### config.mk
export PLATFORM = sky130hd
export DESIGN_NAME = ifetch_unit
export DESIGN_NICKNAME = d
export VERILOG_FILES = /design/src/rtl/ifetch_unit.sv
export SDC_FILE = /design/constraint.sdc
export NUM_CORES = 1
export LEC_CHECK = 0
export ABC_AREA = 1
export ABC_CLOCK_PERIOD_IN_PS = 2200
export BUFFER_PORTS_ARGS = -buffer_cell sky130_fd_sc_hd__buf_2
export CAP_MARGIN = 20
export CORE_MARGIN = 4
export CORE_UTILIZATION = 35
export DETAILED_ROUTE_END_ITERATION = 8
export SYNTH_ARGS = -nofsm -noshare
export SYNTH_HDL_FRONTEND = slang
export SYNTH_SLANG_ARGS = --single-unit
### constraint.sdc
create_clock -name clk -period 2.2 [get_ports clk]
set_clock_uncertainty 0.05 [all_clocks]
set_input_delay 0.33 -clock clk [delete_from_list [all_inputs] [get_ports clk]]
set_output_delay 0.33 -clock clk [all_outputs]
set_load 0.01 [all_outputs]
### src/rtl/ifetch_unit.sv
// Instruction fetch controller: owns the PC and runs the single-outstanding bus handshake.
// Optional IFETCH_MISALIGN_CHECK_EN: misaligned fetch PCs yield a NOP plus fetch_misalign.
module ifetch_unit #(
  parameter int unsigned       ADDR_W   = 64,
  parameter int unsigned       INSTR_W  = 32,
  parameter logic [ADDR_W-1:0] RESET_PC = 64'h8000_0000
) (
  input  logic               clk,
  input  logic               resetn,
  input  logic               fetch_en,
  input  logic               stall_pc,
  input  logic               redirect_valid,
  input  logic [ADDR_W-1:0]  redirect_pc,
  output logic               ireq_valid,
  output logic [ADDR_W-1:0]  ireq_addr,
  input  logic               iresp_addr_ok,
  input  logic               iresp_data_ok,
  input  logic [INSTR_W-1:0] iresp_data,
  output logic               i_data_ok,
  output logic [INSTR_W-1:0] instr,
  output logic [ADDR_W-1:0]  instr_pc,
  output logic [ADDR_W-1:0]  pc
`ifdef IFETCH_MISALIGN_CHECK_EN
  ,
  output logic               fetch_misalign
`endif
);

  typedef enum logic [1:0] {StIdle, StReq, StWait, StHold} state_e;

  state_e             state_q, state_d;
  logic [ADDR_W-1:0]  pc_q, pc_d;
  logic [ADDR_W-1:0]  ireq_addr_q, ireq_addr_d;
  logic [INSTR_W-1:0] buf_q, buf_d;
  logic               discard_q, discard_d;
  logic               bypass;
  logic               next_fetch;

`ifdef IFETCH_MISALIGN_CHECK_EN
  localparam logic [INSTR_W-1:0] NOP = INSTR_W'(32'h0000_0013);
  logic misalign_q, misalign_d;
`endif

  always_ff @(posedge clk or negedge resetn) begin
    if (!resetn) begin
      state_q     <= StIdle;
      pc_q        <= RESET_PC;
      ireq_addr_q <= RESET_PC;
      buf_q       <= '0;
      discard_q   <= 1'b0;
    end else begin
      state_q     <= state_d;
      pc_q        <= pc_d;
      ireq_addr_q <= ireq_addr_d;
      buf_q       <= buf_d;
      discard_q   <= discard_d;
    end
  end

`ifdef IFETCH_MISALIGN_CHECK_EN
  always_ff @(posedge clk or negedge resetn) begin
    if (!resetn) begin
      misalign_q <= 1'b0;
    end else begin
      misalign_q <= misalign_d;
    end
  end

  assign fetch_misalign = misalign_q && (state_q == StHold) && !redirect_valid;
`endif

  always_comb begin
    state_d     = state_q;
    pc_d        = pc_q;
    ireq_addr_d = ireq_addr_q;
    buf_d       = buf_q;
    discard_d   = discard_q;
    i_data_ok   = 1'b0;
    bypass      = 1'b0;
    next_fetch  = 1'b0;
`ifdef IFETCH_MISALIGN_CHECK_EN
    misalign_d  = misalign_q;
`endif

    if (redirect_valid) pc_d = redirect_pc;

    unique case (state_q)
      StIdle: next_fetch = 1'b1;

      StReq, StWait: begin
        if ((state_q == StReq) && !iresp_addr_ok) begin
          // The bus forbids retracting a request, so a redirect only marks it stale.
          if (redirect_valid) discard_d = 1'b1;
        end else if (!iresp_data_ok) begin
          state_d = StWait;
          if (redirect_valid) discard_d = 1'b1;
        end else if (discard_q || redirect_valid) begin
          discard_d  = 1'b0;
          next_fetch = 1'b1;
        end else begin
          i_data_ok = 1'b1;
          bypass    = 1'b1;
          buf_d     = iresp_data;
          if (stall_pc) begin
            state_d = StHold;
          end else begin
            pc_d       = pc_q + ADDR_W'(4);
            next_fetch = 1'b1;
          end
        end
      end

      StHold: begin
        if (redirect_valid) begin
          state_d = StIdle;
          buf_d   = '0;
        end else begin
          i_data_ok = 1'b1;
          if (!stall_pc) begin
            pc_d       = pc_q + ADDR_W'(4);
            next_fetch = 1'b1;
          end
        end
`ifdef IFETCH_MISALIGN_CHECK_EN
        if (redirect_valid || !stall_pc) misalign_d = 1'b0;
`endif
      end

      default: state_d = StIdle;
    endcase

    // Every new request starts from the post-update PC, so redirects take effect here.
    if (next_fetch) begin
      if (!fetch_en) begin
        state_d = StIdle;
      end else begin
`ifdef IFETCH_MISALIGN_CHECK_EN
        ireq_addr_d = pc_d;
        if (pc_d[1:0] != 2'b00) begin
          state_d    = StHold;
          buf_d      = NOP;
          misalign_d = 1'b1;
        end else begin
          state_d = StReq;
        end
`else
        state_d     = StReq;
        ireq_addr_d = pc_d;
`endif
      end
    end
  end

  assign ireq_valid = (state_q == StReq);
  assign ireq_addr  = ireq_addr_q;
  assign instr_pc   = ireq_addr_q;
  assign instr      = bypass ? iresp_data : buf_q;
  assign pc         = pc_q;

endmodule

==> results of run 1 <==
## cell usage in the layout, fill, tap and decap left out, drive strengths merged, types with 20 or more instances in the layout
cell	n
dfrtp	161
nand2	397
nand4	39
a32oi	20
nand3	74
nor2	109
nor3	28
buf	561
o21ai	150
inv	148
a21oi	30
clkbuf	23
## cell type report
cell class	count	area, um2	share of cell area [%]
diodes	1	2.50	0.0167
clock inverters	13	198	1.32
repair buffers	566	3870	25.8
multi-input cells	945	5340	35.6
well taps	378	473	3.15
clock buffers	19	433	2.89
flip-flops and latches	163	4090	27.3
inverters	146	583	3.89
## per-stage QoR
stage                     util [%]  area [um2]  std cells  hold slack, ns
final                         53.4       15000       2231          0.0821
after global placement        46.6       13100       2154           0.259
after detailed placement      46.6       13100       2154           0.260
after global routing          53.4       15000       2231          0.0883
after floorplan                  -       10100       1373         -0.0156
after CTS                     50.3       14100       2202          0.0699
## kinds of logic after synthesis
group | count (synthesis)
xor gates and xnor gates | 13
DFF | 163
AOI/OAI and AO/OA | 261
buffers and inverters | 265
adders and majority gates | 4
and+or+nand+nor | 658
muxes | 9
## what timing repair did
action,4_1_cts,5_1_grt
hold buffers,1,0
gates resized for setup,79,155
pin swaps,5,46
setup endpoints to repair,82,145
gates cloned,4,5
setup buffers,11,23
hold endpoints to repair,39,0
## final timing paths
path	from	end
setup / recovery	state_q[1]	instr[24]
hold / removal	redirect_pc[48]	pc[48]
hold reg to reg	instr_pc[36]	instr_pc[36]
max in group asynchronous	resetn	pc[31]
min in group asynchronous	resetn	instr_pc[13]
setup reg to reg	state_q[1]	instr_pc[35]
## layer usage
metal	GRT usage (%)	vias to the layer above
met5	0	-
met4	7.86	6
met3	5.45	67
met2	43.8	532
met1	36.5	5571
li1	-	5429
## power by group
group / switching [W] / leakage [nW] / internal [W]
clock network: 0.00142 / 0.302 / 0.00193
logic: 0.00801 / 5.44 / 0.00561
registers: 0.00123 / 2.04 / 0.00440
total: 0.0107 / 7.79 / 0.0119
## sequential cells by signal, summed over array words and instances, names as in the netlist
name       flops
state_q        2
instr_pc      64
discard_q      1
pc            64
buf_q         32
## worst reg2reg max path: stages (launching register included)
cell	delay (ns)
dfrtp_1	0.36
inv_2	0.06
ha_2	0.20
nand2_2	0.07
nand2_2	0.07
buf_4	0.16
o21ai_4	0.14
nand2_2	0.10
buf_4	0.15
nor2_4	0.16
buf_6	0.12
buf_4	0.09
nand3_1	0.06
nand4_1	0.10
o311ai_2	0.12
nand2_1	0.10
nand2_1	0.05
==> summary.txt, run 1 <==
Setup Slack @ Placement: -0.144 ns
Synthesized area: 0.0101 mm2
Count leader, synth: nand2_1
CP Cell Sequence: inv_2, ha_2, nand2_2, nand2_2, inv_2, nand3_4, buf_6, buf_12, buf_16, o21ai_2, buf_2
Nature of the critical path startpoint: register
Largest net degree at the start of global routing: 46
Arrival time worst endpoint: 2.06 ns
Vias: 11600
H-tree depth: 4
# setup viols final: 41
Boundary Pins: 329
Worst-path clk slew: 0.08 ns
Post-synth EDFFs: 0
Synth Area in Simple Gates: 29.0%
Syn. warnings: 0
Post-synth top area share: 40.0%
Final hold violation count: 0
Site Rows: 61
Drt wl/cell: 20.2 um
Chip height: 178 um
Post-DP HPWL: 32700 um
Top Layer Used: met5
Max rail drop VDD: 0.846 mV
FF-to-FF path depth: 16
CP Buf/Inv Count: 6
# nets final: 1946
Outcome: complete, but fails checks
Largest family of logic cells by synthesized area: simple AND/OR/NAND/NOR gates
Crit path depth: 11
Cts bufs inserted: 17
Worst-Margin Slew: 0.494 ns
Met3 routed WL: 3480 um
Hold Crit Class: primary input to register
Final Max Tran Viols: 0
CTS root buf: clkbuf_16
Main flop type after synthesis: dfrtp_1
Avg Inst Size Synth: 7.34 um2
Fmax: 410 MHz
Unique masters post-synth: 55
Critical-path top delay cell: dfrtp_1
Post-synthesis sequential area ratio: 40.5%
Post-synth top area cell: dfrtp_1
XOR/XNOR share of the synthesized area: 1.13%
Setup TNS: -7.63 ns
Post-Synth Adder-Cell Area: 0.497%
Die X: 178 um
Critical path start-end classification: register to output pin
Crit end category: output pin
Overflow after GRT: 0
Synth Area in Compound Gates: 15.3%
Fraction of layout instances using a drive strength above 1: 42.2%
Synth area leaders: dfrtp_1 (40%), nand2_1 (15%), o21ai_0 (7.1%)
Ys async rst share: 100%
Antenna Nets Post-Route: 0
Maximum fanout along the worst path: 16
P_leak: 7.79 nW
CTS tree: done
Routed WL: 45000 um
Hold Crit Depth: 3
Initial antenna violation count: 4
Failing checks: setup timing
Net Count, Synth: 1480
Buffers on Ports: 328
Via-per-instance ratio: 5.20
Initial DRT Pass Iterations: 5
PwrDens: 1510 mW/mm2
Kind of cell adding the most delay to the critical path: buffers and inverters
Yosys reg bits: 163
Bufs on Longest Clock Path: 2
Fillers: 2830
Length of routed wiring on met1: 19300 um
Top post-synthesis cells by count: nand2_1 (391), dfrtp_1 (161), o21ai_0 (142)
Max cap viols: 0
Critical Path Max Stage Delay: 0.36 ns
Core ar.: 0.0281 mm2
Die ar.: 0.0316 mm2
Max transition margin: 67.1%
DR iter-0 viols: 786
Num Clock Sinks: 163
Post-route DRC: 0
Clk_lat worst skew: 0.44 ns
Vias in the first global route: 11200
Reg2reg setup slack: -0.05 ns
Final worst-path cycle share: 111%
Setup WS post-layout: -0.240 ns
Worst EP required: 1.82 ns
GPL Wtd Cong: 0.950
Routed wl met2: 21100 um
Area added between synthesis and finish: 48.8%
Crit path time final: 2.44 ns
Total Routing Usage GR: 27.0%
First-pass GRT wire length: 65400 um
Mux cell area share after synthesis: 0.894%
Post-Synthesis Cells: 1373
Unrepaired setup endpoints after global routing: true
Initial core utilization: 35.9%
Pwr Total: 0.0226 W
No activity file was read; power rests on OpenSTA's default activity.
==> run 2, diff against run 1 <==
- PLACE_DENSITY: unset -> 0.59
==> summary.txt, run 2 (same netlist as run 1, synthesis figures left out) <==
Worst EP required: 1.82 ns (about the same)
P_leak: 8.01 nW (was 7.79 nW)
Vias in the first global route: 10800 (was 11200)
Nature of the critical path startpoint: register (unchanged)
Bufs on Longest Clock Path: 2 (unchanged)
GPL Wtd Cong: 0.953 (was 0.950)
Worst-Margin Slew: 0.532 ns (was 0.494 ns)
CTS root buf: clkbuf_16 (unchanged)
Final Max Tran Viols: 0 (unchanged)
Fmax: 406 MHz (was 410 MHz)
Setup WS post-layout: -0.261 ns (was -0.240 ns)
Commonest non-fill, non-tap cell in the layout: nand2_1 (unchanged)
Boundary Pins: 329 (unchanged)
Drt wl/cell: 21.5 um (was 20.2 um)
CTS tree: done (unchanged)
First-pass GRT wire length: 64800 um (was 65400 um)
FF-to-FF path depth: 15 (was 16)
Post-DP HPWL: 33100 um (was 32700 um)
Total Routing Usage GR: 26.9% (was 27.0%)
Die X: 178 um (unchanged)
Fraction of layout instances using a drive strength above 1: 45.8% (was 42.2%)
Buffers on Ports: 328 (unchanged)
H-tree depth: 4 (unchanged)
Area added between synthesis and finish: 55.2% (was 48.8%)
Clk_lat worst skew: 0.44 ns (about the same)
Crit path time final: 2.46 ns (was 2.44 ns)
Max rail drop VDD: 0.730 mV (was 0.846 mV)
Max cap viols: 0 (unchanged)
Hold Crit Depth: 3 (unchanged)
Arrival time worst endpoint: 2.08 ns (was 2.06 ns)
Final hold violation count: 0 (unchanged)
Final worst-path cycle share: 112% (was 111%)
Num Clock Sinks: 163 (unchanged)
Pwr Total: 0.0236 W (was 0.0226 W)
Core ar.: 0.0281 mm2 (unchanged)
Post-route DRC: 0 (unchanged)
Worst-path clk slew: 0.07 ns (was 0.08 ns)
Site Rows: 61 (unchanged)
Multi-input logic area: 0.00583 mm2 (was 0.00534 mm2)
Crit end category: output pin (unchanged)
Outcome: complete, but fails checks (unchanged)
Maximum fanout along the worst path: 8 (was 16)
# setup viols final: 104 (was 41)
Via-per-instance ratio: 5.36 (was 5.20)
Chip height: 178 um (unchanged)
Cts bufs inserted: 17 (unchanged)
Critical path start-end classification: register to output pin (unchanged)
PwrDens: 1510 mW/mm2 (about the same)
Diodes inserted: 0 (was 1)
Vias: 11900 (was 11600)
Initial antenna violation count: 2 (was 4)
DR iter-0 viols: 1015 (was 786)
Max transition margin: 64.5% (was 67.1%)
# nets final: 1938 (was 1946)
Commonest non-fill, non-tap cells in the layout: nand2_1 (330), buf_2 (322), buf_4 (162) (was nand2_1 (364), buf_2 (325), buf_4 (198))
Fillers: 2711 (was 2830)
Initial DRT Pass Iterations: 6 (was 5)
Initial core utilization: 35.9% (unchanged)
Largest net degree at the start of global routing: 49 (was 46)
Unrepaired setup endpoints after global routing: true (unchanged)
Routed WL: 47800 um (was 45000 um)
Sequential cell area: 0.00409 mm2 (unchanged)
Failing checks: setup timing (unchanged)
Hold Crit Class: primary input to register (unchanged)
Antenna Nets Post-Route: 0 (unchanged)
Final core occ: 55.7% (was 53.4%)
Setup Slack @ Placement: -0.132 ns (was -0.144 ns)
Die ar.: 0.0316 mm2 (unchanged)
Overflow after GRT: 0 (unchanged)
==> run 2: cell count changes in the layout (fill, tap and decap cells not counted), sizes merged <==
cell / delta
clkbuf: +6
inv: +4
diode: -1
bufinv: -3
clkinvlp: -2
buf: -16
clkinv: +3
==> run 2: report_power, final <==
part           switching [W]  internal (W)  total (W)  leakage (nW)
Sequential           0.00134       0.00440    0.00574          2.04
Clock                0.00149       0.00160    0.00309         0.282
Combinational        0.00864       0.00611     0.0147          5.69
Total                 0.0115        0.0121     0.0236          8.01
==> run 2: through the flow <==
step	setup TNS, ns	hold slack, ns	instances	area (um2)
CTS	-6.09	0.0737	2182	13900
floorplan	0	-0.0156	1373	10100
detailed placement	-1.39	0.265	2132	12900
finish	-12.42	0.0859	2222	15600
global route	-24.80	0.0966	2222	15600
global placement	-0.545	0.255	2132	12900
==> run 2: final timing paths <==
kind | start | to | slack (ns)
max in group asynchronous | resetn | instr_pc[31] | 1.03
min | redirect_pc[48] | pc[48] | 0.09
min reg2reg | instr_pc[25] | instr_pc[25] | 0.44
max reg2reg | state_q[1] | instr_pc[45] | -0.12
max | state_q[0] | instr[25] | -0.26
min in group asynchronous | resetn | buf_q[11] | 0.34
==> run 2: critical path, stage by stage, from the launching register on <==
cell	delay [ns]
dfrtp_2	0.44
ha_4	0.17
nand2_2	0.07
nand2_2	0.07
inv_2	0.08
nand3_4	0.08
buf_8	0.14
buf_12	0.15
buf_16	0.15
o21ai_4	0.13
buf_2	0.15
==> run 2: per-layer routing <==
metal  part of all wire, %  wire (um)  global-route usage (%)
met5                 0.044         21                       0
met4                   2.9       1370                    8.02
met3                   7.9       3750                    5.13
met2                    45      21700                    42.0
met1                    44      20900                    38.1
==> run 2: cell type report <==
cell class | instances | share of cell area (%)
multi-input cells | 945 | 37.3
flip-flops and latches | 163 | 26.1
well taps | 378 | 3.02
clock inverters | 14 | 0.912
repair buffers | 557 | 26.1
clock buffers | 18 | 2.74
inverters | 146 | 3.71
repair inverters | 1 | 0.128
==> run 2: timing repair <==
action                                 4_1_cts  5_1_grt
buffers inserted                            12       28
endpoints found under the hold margin       44        0
pin swaps                                    9       64
cloned                                       5       17
setup endpoints to repair                   63      126
hold buffers                                 1        0
gates resized for setup                     88      288
==> run 3, diff against run 2 <==
- CORE_UTILIZATION: 35 -> 52
- PLACE_DENSITY: 0.59 -> 0.82
==> summary.txt, run 3 (same netlist as run 1, synthesis figures left out) <==
Outcome: complete, but fails checks (unchanged)
Failing checks: setup timing (unchanged)
Routed wl met2: 21600 um (was 21700 um)
Post-Place Cells: 1976 (was 2132)
Chip height: 147 um (was 178 um)
Arrival time worst endpoint: 2.77 ns (was 2.08 ns)
Final hold violation count: 0 (unchanged)
Routed WL: 46700 um (was 47800 um)
Die X: 147 um (was 178 um)
Setup WS post-layout: -0.250 ns (was -0.261 ns)
Bufs on Longest Clock Path: 2 (unchanged)
Max transition margin: 67.1% (was 64.5%)
Worst-path clk slew: 0.08 ns (was 0.07 ns)
Initial core utilization: 53.3% (was 35.9%)
Fraction of layout instances using a drive strength above 1: 43.7% (was 45.8%)
PwrDens: 1580 mW/mm2 (was 1510 mW/mm2)
Kind of cell adding the most delay to the critical path: simple AND/OR/NAND/NOR gates (was buffers and inverters)
Commonest non-fill, non-tap cell in the layout: nand2_1 (unchanged)
Final core occ: 79.3% (was 55.7%)
Critical Path Max Stage Delay: 0.40 ns (was 0.44 ns)
Post-route DRC: 0 (unchanged)
Crit end category: register (was output pin)
Max cap viols: 0 (unchanged)
Worst hold slack: 0.0911 ns (was 0.0859 ns)
Fmax: 408 MHz (was 406 MHz)
Clk_lat worst skew: 0.44 ns (about the same)
P_leak: 7.77 nW (was 8.01 nW)
CTS tree: done (unchanged)
Worst-Margin Slew: 0.494 ns (was 0.532 ns)
Initial antenna violation count: 0 (was 2)
Vias in the first global route: 11300 (was 10800)
Worst EP required: 2.52 ns (was 1.82 ns)
Final worst-path cycle share: 111% (was 112%)
Antenna Nets Post-Route: 0 (unchanged)
Num Clock Sinks: 163 (unchanged)
DR iter-0 viols: 1565 (was 1015)
Max rail drop VDD: 0.996 mV (was 0.730 mV)
# setup viols final: 102 (was 104)
Site Rows: 50 (was 61)
Met3 routed WL: 6020 um (was 3750 um)
Area added between synthesis and finish: 48.6% (was 55.2%)
First-pass GRT wire length: 62600 um (was 64800 um)
Crit path time final: 2.45 ns (was 2.46 ns)
Cts bufs inserted: 17 (unchanged)
# nets final: 1916 (was 1938)
Hold Crit Class: primary input to register (unchanged)
CP Cell Sequence: inv_2, ha_4, nand2_4, nand2_4, inv_4, buf_4, nand2_1, nand2_2, nand2_2, a21oi_2, buf_4, nand2_2, inv_4, buf_4, o21ai_0, nand2_1, nand2_1 (was ha_4, nand2_2, nand2_2, inv_2, nand3_4, buf_8, buf_12, buf_16, o21ai_4, buf_2)
Critical-path top delay cell: dfrtp_1 (was dfrtp_2)
Cell Count, Final, Fillers Out: 2082 (was 2222)
CP Buf/Inv Count: 6 (was 5)
Final Max Tran Viols: 0 (unchanged)
Critical path start-end classification: register to register (was register to output pin)
CTS root buf: clkbuf_16 (unchanged)
Vias: 12600 (was 11900)
Maximum fanout along the worst path: 3 (was 8)
Nature of the critical path startpoint: register (unchanged)
Largest net degree at the start of global routing: 50 (was 49)
Core ar.: 0.0189 mm2 (was 0.0281 mm2)
Post-DP HPWL: 29700 um (was 33100 um)
Via-per-instance ratio: 6.05 (was 5.36)
Total Routing Usage GR: 36.7% (was 26.9%)
Initial DRT Pass Iterations: 6 (unchanged)
Unrepaired setup endpoints after global routing: true (unchanged)
Boundary Pins: 329 (unchanged)
Die ar.: 0.0217 mm2 (was 0.0316 mm2)
Drt wl/cell: 22.4 um (was 21.5 um)
Top Layer Used: met4 (was met5)
H-tree depth: 4 (unchanged)
Overflow after GRT: 0 (unchanged)
GPL Wtd Cong: 1.01 (was 0.953)
Buffers on Ports: 328 (unchanged)
Length of routed wiring on met1: 16500 um (was 20900 um)
Fillers: 1306 (was 2711)
Commonest non-fill, non-tap cells in the layout: nand2_1 (330), buf_2 (325), dfrtp_1 (157) (was nand2_1 (330), buf_2 (322), buf_4 (162))
## run 3: changes by cell type in the layout (fill, tap and decap cells not counted), moves of 6 or more
cell | before | now
nand3_1 | 49 | 56
o22ai_4 | 6 | 0
buf_6 | 32 | 25
o21ai_2 | 38 | 32
nor2_2 | 9 | 16
nand2_2 | 54 | 47
buf_4 | 162 | 151
nand2_4 | 13 | 19
o21ai_0 | 91 | 103
nand3_2 | 20 | 14
## run 3: routing by layer
layer  GRT usage (%)  vias up
li1                -     5381
met4            12.6        0
met1            49.2     5916
met2            60.3     1065
met5               0        -
met3            6.76      241
## run 3: repair_timing
item / in CTS / in global routing
hold endpoints to repair: 40 / 0
pin swaps: 6 / 42
setup buffers: 13 / 39
gates cloned: 6 / 17
gates resized for setup: 83 / 224
hold buffers: 1 / 0
endpoints found under the setup margin: 75 / 143
## run 3: path summary, 6_finish.rpt
kind / startpoint / to / slack (ns) / cells past startpoint
min in group asynchronous: resetn / instr_pc[41] / 0.37 / 2
setup reg to reg: state_q[1] / instr_pc[53] / -0.25 / 17
max in group asynchronous: resetn / state_q[0] / 1.08 / 3
setup / recovery: state_q[1] / instr_pc[53] / -0.25 / 17
hold / removal: redirect_pc[55] / pc[55] / 0.09 / 3
hold reg to reg: instr_pc[39] / instr_pc[39] / 0.44 / 2
## run 3: worst register-to-register path, cell delays in order, from the launching register on
cell     delay, ns
dfrtp_1       0.40
inv_2         0.12
ha_4          0.16
nand2_4       0.05
nand2_4       0.07
inv_4         0.05
buf_4         0.14
nand2_1       0.10
nand2_2       0.08
nand2_2       0.10
a21oi_2       0.06
buf_4         0.14
nand2_2       0.10
inv_4         0.07
buf_4         0.17
o21ai_0       0.33
nand2_1       0.12
nand2_1       0.08
## run 3: layout make-up
class                   instances  area, um2  area share (%)
multi-input cells             945       5560            37.1
repair inverters                3       36.3           0.242
inverters                     146        591            3.94
clock inverters                13        174            1.16
diodes                          1       2.50          0.0167
repair buffers                533       3760            25.1
clock buffers                  18        439            2.93
flip-flops and latches        163       4090            27.3
well taps                     260        325            2.17
## run 3: power breakdown
| part | switching [W] | leakage (nW) | internal [W] |
|---|---|---|---|
| clock network | 0.00137 | 0.296 | 0.00184 |
| registers | 0.00144 | 2.04 | 0.00440 |
| logic | 0.00860 | 5.43 | 0.00594 |
## run 3: per-stage QoR
stage	instance area, um2	power, W	worst slack [ns]	TNS [ns]
global placement	12500	0.0162	0.00451	0
detailed placement	12500	0.0164	-0.0683	-0.572
CTS	13500	0.0202	-0.141	-4.22
finish	15000	0.0236	-0.250	-11.78
floorplan	10100	0.0116	0.0983	0
global route	15000	0.0246	-0.275	-18.25
